--- src/rtl/cap_sense_scanner.sv ---
// Round-robin capacitive pad scanner. One drive pin and one counter are shared by all pads.
// Each pad's RC rise time is measured and the touch decision is debounced across whole scans.
//
// state     | meaning
// IDLE      | drive low, index 0, waiting for enable
// DISCHARGE | drive low for DISCHARGE_CYCLES (counter counts down)
// CHARGE    | drive high, counter counts up until pad rises or TIMEOUT
// RECORD    | publish count/index, advance index
// SCAN_END  | debounce every pad at once, then restart or idle
module cap_sense_scanner #(
  parameter int NUM_SENSORS      = 9,
  parameter int DISCHARGE_CYCLES = 256,
  parameter int TIMEOUT          = 4095,
  parameter int THRESHOLD        = 400,
  parameter int DEBOUNCE         = 2
) (
  input  logic                   clock,
  input  logic                   reset,
  input  logic                   enable,
  input  logic [NUM_SENSORS-1:0] capacitive_sensors_in,
  output logic                   capacitive_sensors_out,
  output logic [NUM_SENSORS-1:0] touched,
  output logic                   scan_done,
  output logic                   count_valid,
  output logic [15:0]            last_count,
  output logic [3:0]             last_index
);

  typedef enum logic [2:0] {IDLE, DISCHARGE, CHARGE, RECORD, SCAN_END} state_t;

  localparam logic [15:0] DIS_LOAD = 16'(DISCHARGE_CYCLES - 1);
  localparam logic [15:0] CNT_MAX  = 16'(TIMEOUT);
  localparam logic [15:0] CNT_THR  = 16'(THRESHOLD);
  localparam logic [3:0]  LAST_IDX = 4'(NUM_SENSORS - 1);
  localparam logic [2:0]  DEB_TC   = 3'(DEBOUNCE);

  state_t                 state, state_next;
  logic [NUM_SENSORS-1:0] sync_a, sync_b, raw;
  logic [15:0]            cnt;
  logic [3:0]             idx;
  logic [2:0]             agree_cnt [NUM_SENSORS];
  logic                   pad;
  logic                   charge_end;

  assign pad        = sync_b[idx];
  assign charge_end = pad || (cnt == CNT_MAX);

  always_ff @(posedge clock or posedge reset) begin
    if (reset) state <= IDLE;
    else       state <= state_next;
  end

  always_comb begin
    state_next = state;
    case (state)
      IDLE:      if (enable) state_next = DISCHARGE;
      DISCHARGE: if (cnt == '0) state_next = CHARGE;
      CHARGE:    if (charge_end) state_next = RECORD;
      RECORD:    state_next = (idx == LAST_IDX) ? SCAN_END : DISCHARGE;
      SCAN_END:  state_next = enable ? DISCHARGE : IDLE;
      default:   state_next = IDLE;
    endcase
  end

  always_comb begin
    capacitive_sensors_out = (state == CHARGE);
    count_valid            = (state == RECORD);
    scan_done              = (state == SCAN_END);
  end

  // Discharge reuses the measurement counter as a down-counter, preloaded on every path into DISCHARGE.
  always_ff @(posedge clock or posedge reset) begin
    if (reset) begin
      sync_a <= '0;
      sync_b <= '0;
      cnt    <= '0;
      idx    <= '0;
    end else begin
      sync_a <= capacitive_sensors_in;
      sync_b <= sync_a;
      case (state)
        IDLE: begin
          idx <= '0;
          cnt <= DIS_LOAD;
        end
        DISCHARGE: cnt <= (cnt == '0) ? '0 : cnt - 16'd1;
        CHARGE:    if (!charge_end) cnt <= cnt + 16'd1;
        RECORD: begin
          cnt <= DIS_LOAD;
          if (idx != LAST_IDX) idx <= idx + 4'd1;
        end
        SCAN_END: begin
          cnt <= DIS_LOAD;
          idx <= '0;
        end
        default: cnt <= DIS_LOAD;
      endcase
    end
  end

  // Latched on the CHARGE exit edge so the values are already stable while count_valid is high.
  always_ff @(posedge clock or posedge reset) begin
    if (reset) begin
      last_count <= '0;
      last_index <= '0;
      raw        <= '0;
    end else if (state == CHARGE && charge_end) begin
      last_count <= cnt;
      last_index <= idx;
      raw[idx]   <= (cnt >= CNT_THR);
    end
  end

  always_ff @(posedge clock or posedge reset) begin
    if (reset) begin
      touched <= '0;
      for (int i = 0; i < NUM_SENSORS; i++) agree_cnt[i] <= '0;
    end else if (state == SCAN_END) begin
      for (int i = 0; i < NUM_SENSORS; i++) begin
        if (raw[i] != touched[i]) begin
          if (agree_cnt[i] + 3'd1 == DEB_TC) begin
            touched[i]   <= ~touched[i];
            agree_cnt[i] <= '0;
          end else begin
            agree_cnt[i] <= agree_cnt[i] + 3'd1;
          end
        end else begin
          agree_cnt[i] <= '0;
        end
      end
    end
  end

endmodule

--- config.mk ---
export PLATFORM = sky130hd
export DESIGN_NAME = cap_sense_scanner
export DESIGN_NICKNAME = d
export VERILOG_FILES = /design/src/rtl/cap_sense_scanner.sv
export SDC_FILE = /design/constraint.sdc
export NUM_CORES = 1
export LEC_CHECK = 0
export ABC_AREA = 1
export CAP_MARGIN = 30
export CORE_MARGIN = 5
export CORE_UTILIZATION = 53
export DETAILED_ROUTE_END_ITERATION = 16
export PLACE_DENSITY_LB_ADDON = 0.1
export SETUP_SLACK_MARGIN = 0.2
export SYNTH_ARGS = -nofsm -noshare
export SYNTH_HDL_FRONTEND = slang
export SYNTH_SLANG_ARGS = --single-unit
--- constraint.sdc ---
create_clock -name clock -period 3 [get_ports clock]
set_input_delay 0.3 -clock clock [delete_from_list [all_inputs] [get_ports clock]]
set_output_delay 0.3 -clock clock [all_outputs]
set_load 0.005 [all_outputs]
Word-level counts from Yosys, hierarchy flattened. Index checks and enable logic that the tools add are counted.

Flip-flop bits (word level): 106. Bits in read-only memories: 0. Logic and storage cells: 132. Memories: 0. RAM bits: 0. Bits in latches: 0. Input port bits: 12. Output and inout bits: 32.

Add/subtract/negate cells: 12. Order comparisons: 3. Reductions and logical operators: 18. Equality and inequality tests: 30. Muxes and demuxes: 34. Divide/modulo/power cells: 0. Shift-type cells: 0. Bitwise gates (word level): 9. Multipliers: 0.

Operator list (number): 2-to-1 mux 3 bit (22); equality test 3 x 2 -> 1 bit, second input constant (11); 2-to-1 mux 16 bit (2); case mux 16 bit (2 select lines) (1); AND reduction 3 bit (10); adder 3 x 1 -> 3 bit, second input constant (9); adder 16 x 1 -> 16 bit, second input constant (1); equality test 16 x 12 -> 1 bit, second input constant (1); greater-or-equal comparator 16 x 9 -> 1 bit, second input constant (1); logical NOT 16 bit (1); subtractor 16 x 1 -> 16 bit, second input constant (1); case mux 3 bit (5 select lines) (1); bitwise mux 9 bit (1); inequality test 1 bit (9); NOT 1 bit (9); case mux 4 bit (2 select lines) (1); inequality test 2 bit, second input constant (3); < comparator 4 x 5 -> 1 bit, second input constant (1); adder 4 x 1 -> 4 bit, second input constant (1); binary-select mux 1 bit (select 4 bit) (1); demux 1 bit (select 4 bit) (1); equality test 4 bit, second input constant (1); greater-or-equal comparator 4 x 1 -> 1 bit, second input constant (1); 2-to-1 mux 4 bit (1); other kinds (11) (15).

Longest topological paths before layout.
Depth after elaboration: 5. Gate-level depth with buffers: 12. Mapped depth without buffers: 11.

Worst setup path before layout. OpenSTA, ideal clock, no wires.

Path type: reg-to-reg. From: reg cnt[0]. To: reg cnt[7]. Arrival time: 1.538 ns. Required time: 2.882 ns. Period minus slack after synthesis: 1.656 ns. Path buffers: 1. Slack: 1.344 ns. Library setup time: 0.118 ns. Cell stages (with the launch flop): 13. Path through: dfrtp_1 > inv_1 > ha_1 > nand2_2 > nor2_4 > nand2_2 > nand2_4 > inv_2 > buf_6 > nand2_1 > nand3_1 > nand2_1 > nand2_1.

Word-level cells in the longest chain between the ends: 3. Elaborated cells on any way between the ends: 9. Classes of those cells: add/sub: 2; eq/ne: 2; mux: 3; reduce/logical: 2.

Ends and longest elaborated chain: from (decl) (line 39) `logic [15:0] cnt;`; from (signal assigned) (line 86) `DISCHARGE: cnt <= (cnt == '0) ? '0 : cnt - 16'd1;`; from (signal assigned) (line 87) `CHARGE: if (!charge_end) cnt <= cnt + 16'd1;`; adder 16 x 1 -> 16 bit (tied with other cells) (line 87); 2-to-1 mux 16 bit (tied with other cells) (line 87); case mux 16 bit (2 select lines) or inequality test 2 bit (tied branches).

Parallel ways exist; a longest one is shown, timed or not. The select of a mux whose other input is x is not followed. A chain may end at the register's enable or synchronous reset.

Worst setup path in the final report.
From: reg state[2]. To: out capacitive_sensors_out.

Word-level cells in the longest chain between the ends: 1.

Ends and longest elaborated chain: from (decl) (line 37) `state_t state, state_next;`; from (signal assigned) (line 50) `else state <= state_next;`; equality test 3 x 2 -> 1 bit (line 66) `capacitive_sensors_out = (state == CHARGE);`; to (decl) (line 21) `output logic capacitive_sensors_out,`.

Every way passes these cells.

==> results by group <==
Route
  • Post-DR vias/cell: 5.18
  • Antenna Violating Nets Remaining: 0
  • Total Wirelength: 11100 microns
  • Average wire per standard cell: 13.0 microns
  • Pre-antenna DRT Iters: 5
  • DR iter-0 viols: 264
  • Drt drc: 0
  • Via count: 4417

Floorplanning
  • Die height: 113 microns
  • # rows: 37
  • Top Ports: 44
  • Die Area: 12800 sq um
  • Initial Util: 0.545
  • Core Area: 10400 sq um
  • Die width: 113 microns

STA
  • Final Max Slew Viols: 0
  • Relative slew slack: 0.555
  • # setup viols final: 0
  • Fin Clk Skew: 13.9 ps
  • Max Fclk: 433 MHz
  • Post-Route Setup TNS: 0 ps
  • Crit path time final: 2310 ps
  • Unrepaired setup endpoints after global routing: false
  • Worst-margin pin slew: 664 ps
  • Crit share post-route: 0.769
  • Number of hold violations in the final report: 0

Global route
  • GRT Max-Usage Layer: met2
  • Met2 usage: 0.294
  • Largest net degree at the start of global routing: 107
  • First-pass GRT wire length: 19500 microns
  • Met1 GRT Util: 0.254
  • Initial antenna violation count: 0
  • Total congestion overflow: 0
  • Total routing usage reported by global routing: 0.186
  • Vias in the first global route: 4183
  • GR Util met3: 0.0529

Power and ir drop
  • Overall Power: 4.02 mW
  • Leakage dissipation: 3.18 nW
  • VDD IR max: 588 uV
  • PwrDens: 638 nW/um^2

Synth
  • Most used flip-flop cell after synthesis: dfrtp_1
  • Sequential fraction of the synthesis area: 0.469
  • Seq cells post-synth: 106
  • Yosys synthesis warning count: 0
  • Mapped Avg Cell Area: 8.31 sq um
  • Synthesized area: 5650 sq um
  • Mapped Nets: 716
  • Netlist cell types: 35
  • Share of flip-flops with an asynchronous set or reset: 1.00
  • Post-synth EDFFs: 0
  • Mapped Cells: 680

Worst setup path
  • Nature of the critical path endpoint: primary output
  • Cell family with most CP delay: buffers and inverters
  • Critical path data required time: 2700 ps
  • Arr. time, crit path: 2010 ps
  • CP Launch Type: flop
  • Critical Path Slowest Stage Cell: clkdlybuf4s50_1
  • Bufs and invs on worst path: 2
  • CP max FO: 26
  • Kind of critical path: reg -> out
  • CP Cell Sequence: nor3_4 > buf_4 > clkdlybuf4s50_1
  • Max stage delay on crit path: 560 ps

Clocking
  • Clock buffer count from CTS: 9
  • CTS tree: built
  • Post-CTS Hold Fix Bufs: 0
  • Number of post-CTS setup repair buffers: 0
  • Clock Latency Late Sink: 390 ps
  • H-tree depth: 3
  • CTS Sinks: 106
  • Post_cts resized: 0
  • Clock-pin slew on the worst setup and hold paths: 110 ps
  • Max clock buf depth: 2
  • CTS Root Cell: clkbuf_8

Placement
  • HPWL Detailed: 7610 microns
  • Placed instance area: 6110 sq um
  • Routability congestion estimate from global placement: 0.862
  • Port buffer count: 43

Cells and area
  • Layout cells sized above 1: 0.0739
  • Area occupied by registers: 2650 sq um
  • Final instance area: 6290 sq um
  • Synth-to-layout area growth: 11.3%
  • Ant. Diodes: 0
  • Multi-input gate area: 2560 sq um
  • Nets: 748
  • Layout filler cell count: 928

Job
  • Max Cap Viol: 0

Run status
  • Status: finished clean

Worst hold path
  • HP Class: in -> reg
==> final cells by class <==
cell class,count,area share
Multi-Input combinational cell,481,0.406
Timing Repair Buffer,47,0.0752
Clock buffer,9,0.0197
Tap cell,136,0.0270
Sequential cell,106,0.422
Inverter,67,0.0406
Clock inverter,7,0.00974
==> final timing paths <==
kind	cells past startpoint	endpoint	start	slack, ps
worst max-delay path	3	capacitive_sensors_out	state[2]	690
worst min-delay path	1	sync_a[5]	capacitive_sensors_in[5]	340
worst max register to register	10	last_index[3]	cnt[1]	750
worst min register to register	0	sync_b[8]	sync_a[8]	350
max in group asynchronous	3	cnt[0]	reset	2140
min in group asynchronous	3	last_count[9]	reset	360
==> where the power goes <==
group	switching [mW]	internal (mW)	leakage (nW)
sequential	0.188	1.60	1.40
combinational	0.895	0.503	1.69
clock	0.517	0.316	0.0948
==> per-stage QoR <==
stage	hold WS [ps]	util	std cells	setup slack, ps
6_report	344	0.607	853	693
2_1_floorplan	331	-	680	1340
3_3_place_gp	334	0.589	837	841
5_1_grt	311	0.607	853	507
3_5_place_dp	335	0.589	837	773
4_1_cts	319	0.607	853	672
==> state kept, by name, summed over array words and instances, names as in the netlist <==
register    count
idx             4
last_count     16
cnt            16
touched         9
raw             9
agree_cnt      27
last_index      4
state           3
sync_b          9
sync_a          9
==> cells by family (layout without fill, tap and decap cells) <==
family | Yosys count | in the layout | synth area share
buf+inv | 93 | 130 | 0.0788
xor+xnor | 33 | 33 | 0.0511
fa+ha+maj | 24 | 24 | 0.0531
flops | 106 | 106 | 0.469
compound gates | 55 | 55 | 0.0569
simple gates | 369 | 369 | 0.291
==> layout by cell type, fill, tap and decap left out <==
cell	synthesis	layout
or2_2	1	1
o21ai_0	29	29
nor3_4	1	1
o21bai_1	1	1
o22ai_1	9	9
nor2_1	51	51
dfrtp_1	106	106
o21ai_2	8	8
nor4_1	1	1
nor3_2	1	1
nand3b_1	2	2
clkinvlp_4	0	1
nand3_2	1	1
nand3_4	1	1
o21ai_1	2	2
nand4_1	16	16
xor2_1	23	23
nor3_1	4	4
nand2_2	6	6
inv_1	61	60
nor2_4	3	3
clkbuf_8	0	9
xnor2_1	10	10
ha_1	24	24
a21oi_1	5	5
nor2_2	3	3
nand2_4	2	2
clkinv_4	0	4
o211ai_1	1	1
buf_4	11	3
clkinv_1	1	1
clkdlybuf4s50_1	0	43
buf_12	0	1
inv_2	5	5
nor3b_1	2	2
nand3_1	77	77
inv_6	0	3
nand2_1	197	197
==> cell usage after synthesis, drive strengths merged (5+ instances only) <==
library cell    n  area [sq um]
inv            66           248
dfrtp         106          2650
xnor2          10          87.6
o22ai           9          56.3
nor2           57           244
ha             24           300
nor3            6          46.3
nand2         205           800
nand4          16           100
nand3          79           413
a21oi           5          25.0
o21ai          39           225
buf            25           190
xor2           23           201
==> worst reg2reg max path: stages (launching register included) <==
cell	delay, ps
dfrtp_1	420
ha_1	230
nand3_2	120
inv_1	60
nand2_2	120
nor2_4	50
nand2_2	90
nand3_4	320
nand2_4	550
nand2_1	140
o21ai_2	80
==> routing by layer <==
metal	vias up	routed length (microns)
li1	2244	-
met1	2082	5310
met2	84	5140
met3	7	509
met4	0	105
met5	-	0
Power figures use the tool's default switching activity.
